===== src/rtl/id_exe.sv =====
// id_exe: pipeline register between decode and execute.
// Each edge it holds (execute stalled), inserts a NOP bubble (flush or
// load-use stall in decode) or captures the decoded instruction. It also
// reports load-hazard information back to decode and keeps a saturating
// count of inserted bubbles.
module id_exe #(
    parameter logic [31:0] NOP_INST    = 32'h0000_0013,
    parameter logic [6:0]  LOAD_OPCODE = 7'b0000011
) (
    input  logic        clk_i,
    input  logic        rst_i,
    input  logic [31:0] inst_i,
    input  logic [31:0] inst_addr_i,
    input  logic [31:0] op1_i,
    input  logic [31:0] op2_i,
    input  logic        reg_we_i,
    input  logic [4:0]  reg_waddr_i,
    input  logic        csr_we_i,
    input  logic [11:0] csr_addr_i,
    input  logic        stall_id_i,
    input  logic        stall_exe_i,
    input  logic        flush_i,
    output logic [31:0] inst_o,
    output logic [31:0] inst_addr_o,
    output logic [31:0] op1_o,
    output logic [31:0] op2_o,
    output logic        reg_we_o,
    output logic [4:0]  reg_waddr_o,
    output logic        csr_we_o,
    output logic [11:0] csr_addr_o,
    output logic        valid_o,
    output logic [4:0]  exe_rd_o,
    output logic        pre_inst_is_load_o,
    output logic [31:0] bubble_cnt_o
);

    // Pipeline register contents
    logic [31:0] r_inst;
    logic [31:0] r_inst_addr;
    logic [31:0] r_op1;
    logic [31:0] r_op2;
    logic        r_reg_we;
    logic [4:0]  r_reg_waddr;
    logic        r_csr_we;
    logic [11:0] r_csr_addr;
    logic        r_valid;
    logic [31:0] r_bubble_cnt;

    // Per-edge action decode. Execute stall wins over everything so the
    // instruction sitting in execute is never lost, even if a flush arrives.
    logic w_hold;
    logic w_bubble;
    logic w_cnt_sat;

    assign w_hold    = stall_exe_i;
    assign w_bubble  = !stall_exe_i && (flush_i || stall_id_i);
    assign w_cnt_sat = (r_bubble_cnt == 32'hFFFF_FFFF);

    // Register update: reset / hold / bubble / capture
    always_ff @(posedge clk_i or posedge rst_i) begin
        if (rst_i) begin
            r_inst       <= NOP_INST;
            r_inst_addr  <= 32'd0;
            r_op1        <= 32'd0;
            r_op2        <= 32'd0;
            r_reg_we     <= 1'b0;
            r_reg_waddr  <= 5'd0;
            r_csr_we     <= 1'b0;
            r_csr_addr   <= 12'd0;
            r_valid      <= 1'b0;
            r_bubble_cnt <= 32'd0;
        end else if (w_hold) begin
            r_inst       <= r_inst;
            r_inst_addr  <= r_inst_addr;
            r_op1        <= r_op1;
            r_op2        <= r_op2;
            r_reg_we     <= r_reg_we;
            r_reg_waddr  <= r_reg_waddr;
            r_csr_we     <= r_csr_we;
            r_csr_addr   <= r_csr_addr;
            r_valid      <= r_valid;
            r_bubble_cnt <= r_bubble_cnt;
        end else if (w_bubble) begin
            r_inst       <= NOP_INST;
            r_inst_addr  <= 32'd0;
            r_op1        <= 32'd0;
            r_op2        <= 32'd0;
            r_reg_we     <= 1'b0;
            r_reg_waddr  <= 5'd0;
            r_csr_we     <= 1'b0;
            r_csr_addr   <= 12'd0;
            r_valid      <= 1'b0;
            // Saturate rather than wrap so the monitor never under-reports
            r_bubble_cnt <= w_cnt_sat ? r_bubble_cnt : r_bubble_cnt + 32'd1;
        end else begin
            r_inst       <= inst_i;
            r_inst_addr  <= inst_addr_i;
            r_op1        <= op1_i;
            r_op2        <= op2_i;
            r_reg_we     <= reg_we_i;
            r_reg_waddr  <= reg_waddr_i;
            r_csr_we     <= csr_we_i;
            r_csr_addr   <= csr_addr_i;
            r_valid      <= 1'b1;
            r_bubble_cnt <= r_bubble_cnt;
        end
    end

    assign inst_o      = r_inst;
    assign inst_addr_o = r_inst_addr;
    assign op1_o       = r_op1;
    assign op2_o       = r_op2;
    assign reg_we_o    = r_reg_we;
    assign reg_waddr_o = r_reg_waddr;
    assign csr_we_o    = r_csr_we;
    assign csr_addr_o  = r_csr_addr;
    assign valid_o     = r_valid;
    assign bubble_cnt_o = r_bubble_cnt;

    // Hazard feedback to decode, derived from registered state only.
    // A load writing x0 produces nothing to wait for.
    assign exe_rd_o           = r_reg_waddr;
    assign pre_inst_is_load_o = r_valid && r_reg_we &&
                                (r_inst[6:0] == LOAD_OPCODE) &&
                                (r_reg_waddr != 5'd0);

endmodule


===== config.mk =====
export PLATFORM = sky130hd
export DESIGN_NAME = id_exe
export DESIGN_NICKNAME = d
export VERILOG_FILES = /design/src/rtl/id_exe.sv
export SDC_FILE = /design/constraint.sdc
export NUM_CORES = 1
export LEC_CHECK = 0
export ABC_AREA = 1
export CELL_PAD_IN_SITES_DETAIL_PLACEMENT = 0
export CELL_PAD_IN_SITES_GLOBAL_PLACEMENT = 1
export CORE_AREA = 8 8 139 141
export DETAILED_ROUTE_END_ITERATION = 7
export DIE_AREA = 0 0 147 149
export DONT_BUFFER_PORTS = 1
export PLACE_DENSITY = 0.84
export SYNTH_ARGS = -nofsm -noshare
export SYNTH_HDL_FRONTEND = slang
export SYNTH_SLANG_ARGS = --single-unit

===== constraint.sdc =====
create_clock -name clk_i -period 11.4 [get_ports clk_i]
set_input_delay 1.14 -clock clk_i [delete_from_list [all_inputs] [get_ports clk_i]]
set_output_delay 1.14 -clock clk_i [all_outputs]
set_load 0.01 [all_outputs]

## Yosys cells after proc, flatten, opt, wreduce, memory -nomap -nowiden

Index checks and enable logic that the tools add are counted.

- Register bits: 180
- Output and inout port bits: 186
- Word-level logic and storage cells: 32

- $add $sub $neg: 1
- Equal/unequal tests: 2
- Multiplexer cells: 9
- Bitwise gates (word level): 2
- Reduce and logical (&&, ||, !) cells: 8

Operators by type and width:

| kind | count |
|---|---|
| 32-bit two-way mux | 4 |
| 32-bit by 1-bit adder with 32-bit output (second input constant) | 1 |
| 32-bit equality test (second input constant) | 1 |
| 12-bit two-way mux | 1 |
| 7-bit by 2-bit equality test with 1-bit output (second input constant) | 1 |
| 5-bit two-way mux | 1 |
| 5-bit nonzero test | 1 |
| 1-bit logical AND | 4 |
| 1-bit two-way mux | 3 |
| 3-bit AND reduction | 1 |
| 1-bit inverter | 2 |
| 1-bit zero test | 1 |
| 1-bit logical OR | 1 |

## Depth between registers and ports, before layout

- Depth after elaboration: 3
- Depth in mapped cells: 11

## Least setup slack after synthesis

OpenSTA, ideal clock, no wires.

- Path kind: input port to flip-flop
- From: input stall_exe_i
- To: register r_op1[0], in the netlist op1_o[0]
- Setup time: 0.066 ns
- Arrival time: 2.162 ns
- Required time: 11.334 ns
- Path slack: 9.173 ns
- Cell stages on the path: 8
- Path through: buf_2 > inv_2 > o21ai_0 > buf_2 > buf_2 > buf_2 > nand3_1 > nand2_1

- Cells in the longest elaborated chain, start to end: 3

Ends and longest elaborated chain:

| what | RTL line | text |
|---|---|---|
| from (decl) | 21 | `input logic stall_exe_i,` |
| 1-bit zero test | 56 | `assign w_bubble = !stall_exe_i && (flush_i \|\| stall_id_i);` |
| 1-bit logical AND | 56 |  |
| 32-bit two-way mux | 83 | `end else if (w_bubble) begin` |
| to (signal assigned) | 75 | `r_op1 <= r_op1;` |
| to (signal assigned) | 98 | `r_op1 <= op1_i;` |
| to (decl) | 40 | `logic [31:0] r_op1;` |

Parallel ways exist; a longest one is shown, timed or not.
A chain may end at the register's enable or synchronous reset.

## Worst setup path in the final report

- From: input stall_exe_i
- To: register r_inst[0], in the netlist inst_o[0]

- Cells in the longest elaborated chain, start to end: 3

Ends and longest elaborated chain:

| what | RTL line | text |
|---|---|---|
| 1-bit zero test | 56 |  |
| 1-bit logical AND | 56 |  |
| 32-bit two-way mux | 83 |  |
| to (signal assigned) | 73 | `r_inst <= r_inst;` |
| to (signal assigned) | 96 | `r_inst <= inst_i;` |
| to (decl) | 38 | `logic [31:0] r_inst;` |

Parallel ways exist; a longest one is shown, timed or not.

==> results by group <==
Status
  • Status: complete, no violations

Critical path
  • Worst Path Arrival: approximately 3500 ps
  • Worst path required time: 11760 ps
  • R2R Setup Slk: a little over 9000 ps
  • WS Path Type: in2reg
  • Reg2reg path depth: 10
  • Critical-path maximum fanout: 143
  • FF-to-FF Start: bubble_cnt_o[1]
  • Worst Setup End Kind: flip-flop
  • Crit Reg-Reg Endpoint: bubble_cnt_o[30]
  • Worst Setup Start Kind: primary input

Clocking
  • CTS buffer count: 17
  • Sink Count: between 150 and 200
  • # hold bufs at CTS: 0
  • Buffer depth of the longest clock path: 2
  • Setup bufs post-CTS: 0
  • Post-CTS Resized: 0
  • Clk_lat worst skew: around 430 ps
  • H-tree depth: 4
  • Clk slew on worst S/H paths: around 70 ps
  • Root Driver: clkbuf_16
  • CTS tree: done

Global route
  • Grt total ovfl: 0
  • First-pass GRT wire length: approximately 37000 um
  • Initial antenna violation count: 1
  • GRT Resource Usage Total: 0.216
  • Vias in the first global route: roughly 6.2k
  • Pin count of the biggest net entering global routing: ~140

STA
  • Setup_tns: 0 ps
  • Final min period: approximately 3200 ps
  • Slew @ Worst Pin: 1010 ps
  • Worst slew margin relative to its limit: 0.330
  • RSZ-0062 raised after global routing: false
  • Clock skew: 8.01 ps
  • Crit share post-route: 0.276
  • Final Max Slew Viols: 0
  • Finish-stage setup viols: 0
  • Final Hold Fails: 0
  • Fmax: 317 MHz

Synth
  • Post-synthesis register bit count: 180
  • YS warnings: 0
  • Yosys top cell area share: 0.553
  • Synth Area in Adders: 0.00156
  • Seq/Total Area, Yosys: 0.563
  • Mapped Area: roughly 8000 um^2
  • Mux contribution to synthesized area: 0
  • Post-synthesis simple-gate area fraction: 0.362
  • Top cells by area, synth: dfrtp_1 (55%), nand2_1 (22%), nand3_1 (10%)
  • Post-synthesis net count: between 1k and 1.5k
  • Area leader, netlist: dfrtp_1
  • Xor and xnor area share after synthesis: 0.0153
  • Synth Area per Inst: a little over 8 um^2
  • Synth Area in Compound Gates: 0.00797
  • Combinational family with the most area after synthesis: simple AND/OR/NAND/NOR gates
  • Post-synthesis cell count: 992
  • Yosys cell types: 29

Place
  • Port-buffer cells: 0
  • Total placed cells including tap cells: around 1.2k
  • Final GP Congestion: around 0.81
  • Dpl hpwl: ~17000 um

Finish
  • Nets: about 1.1k
  • Share of cells above drive strength 1: 0.0536
  • Layout Utilization: 0.507
  • Final non-filler cell total: ~1.2k
  • Area Growth Syn to Fin: 7.91%

Route
  • Average wire per standard cell: just over 20 um
  • First-pass DRT Iterations: 5
  • Final routed DRC violation total: 0
  • Routed Antenna Nets: 0
  • DR vias/cell: about 5.4
  • First DRT Iteration DRCs: approximately 390
  • Vias: around 6.4k
  • Post-Route WL: about 24000 um

Floorplanning
  • Core area: roughly 17000 um^2
  • # IOs: around 340
  • Starting Density: 0.469
  • Height of the chip: ~150 um
  • Die Wd: roughly 150 um
  • Die ar.: about 22000 um^2
  • Cell Rows: 48

Power and ir drop
  • Cell Pwr Density: between 150 and 200 nW/um^2
  • Pwr Total: between 1 and 1.5 mW
  • VDD IR max: slightly above 100 uV
  • Lkg Pwr: 4.43 nW

Hold path
  • Hold path startpoint: inst_o[21]
  • Worst min path class: reg2reg
  • WHS Endpoint: inst_o[21]
  • Cell count of the worst hold path: 2

Flow run
  • Maxcap violations: 0
==> sequential cells by signal, indices dropped and copies added, names as in the netlist <==
name	count
csr_we_o	1
inst_addr_o	32
op1_o	32
inst_o	32
exe_rd_o	5
bubble_cnt_o	32
valid_o	1
op2_o	32
reg_we_o	1
csr_addr_o	12
==> how the worst max path moves through the flow <==
stage / cells after the start / slack [ps] / endpoint / start
after floorplan: 1 / 5380 / bubble_cnt_o[0] / rst_i
final: 7 / 8250 / inst_o[0] / stall_exe_i
after global placement: 7 / 7910 / inst_o[4] / stall_exe_i
after detailed placement: 7 / 7890 / inst_o[0] / stall_exe_i
after global routing: 7 / 8150 / inst_o[1] / stall_exe_i
after CTS: 7 / 8360 / inst_o[0] / stall_exe_i
==> metal layers <==
metal | global-route usage | vias up | part of all wire
met5 | 0 | - | 0
met4 | 0.0627 | 0 | 0.014
met3 | 0.0886 | 25 | 0.11
met2 | 0.347 | 266 | 0.49
met1 | 0.265 | 3096 | 0.39
li1 | - | 3049 | -
==> cells in the final DEF, fill, tap and decap left out, drive strengths merged <==
cell type,instances
dfstp,3
diode,1
nand4,5
nand2,467
clkinv,4
xnor2,6
clkbuf,19
inv,41
nor2,54
xor2,8
o22ai,3
nand3b,2
a21oi,1
nor4,2
and2,1
buf,4
dfrtp,177
o21ai,8
nand3,163
nor3,1
ha,1
==> where the power goes <==
group / internal, mW / switching, mW
combinational: 0.0350 / 0.0695
clock: 0.304 / 0.281
sequential: 0.693 / 0.0857
total: 1.03 / 0.436
==> synth_stat cells <==
| library cell | number |
|---|---|
| xnor2_1 | 6 |
| dfrtp_1 | 177 |
| nand2_8 | 1 |
| o22ai_1 | 3 |
| buf_1 | 5 |
| inv_2 | 2 |
| clkbuf_1 | 30 |
| nor4_1 | 2 |
| buf_4 | 7 |
| inv_1 | 29 |
| buf_6 | 3 |
| nor2_2 | 1 |
| buf_2 | 13 |
| nor2_4 | 3 |
| nand4_1 | 5 |
| nand3_1 | 163 |
| a21oi_1 | 1 |
| nor3_1 | 1 |
| nor2_1 | 50 |
| ha_1 | 1 |
| o21ai_0 | 8 |
| nand2_2 | 2 |
| xor2_1 | 8 |
| nand3b_1 | 2 |
| dfstp_2 | 3 |
| and2_1 | 1 |
| nand2_1 | 463 |
| nand2_4 | 1 |
| inv_4 | 1 |
==> critical path: stages <==
cell and delay (ps):
inv_4 300, o21ai_4 130, buf_4 640, buf_4 680, nand2_1 250, o22ai_1 180, inv_1 50
==> logic make-up (layout without fill, tap and decap cells) <==
| logic type | count (synthesis) | count (layout) |
|---|---|---|
| compound gates | 12 | 12 |
| xor+xnor | 14 | 14 |
| fa+ha+maj | 1 | 1 |
| buf+inv | 90 | 68 |
| flops | 180 | 180 |
| other cells | 0 | 1 |
| simple gates | 695 | 695 |
==> stage by stage <==
| stage | cell area, um^2 | setup slack [ps] | hold slack (ps) |
|---|---|---|---|
| 2_1_floorplan | 8010 | 5380 | 514 |
| 3_3_place_gp | 8060 | 7910 | 534 |
| 3_5_place_dp | 8060 | 7890 | 536 |
| 4_1_cts | 8640 | 8360 | 556 |
| 5_1_grt | 8640 | 8150 | 566 |
| 6_report | 8640 | 8250 | 551 |
==> layout make-up <==
class                           count  area (um^2)
Clock buffer                       19          453
Tap cell                          225          282
Multi-Input combinational cell    722         3110
Sequential cell                   180         4510
Antenna cell                        1         2.50
Clock inverter                     13          130
Timing Repair Buffer                4         30.0
Fill cell                        1678         8420
Inverter                           32          130
No activity file was read; power rests on OpenSTA's default activity.
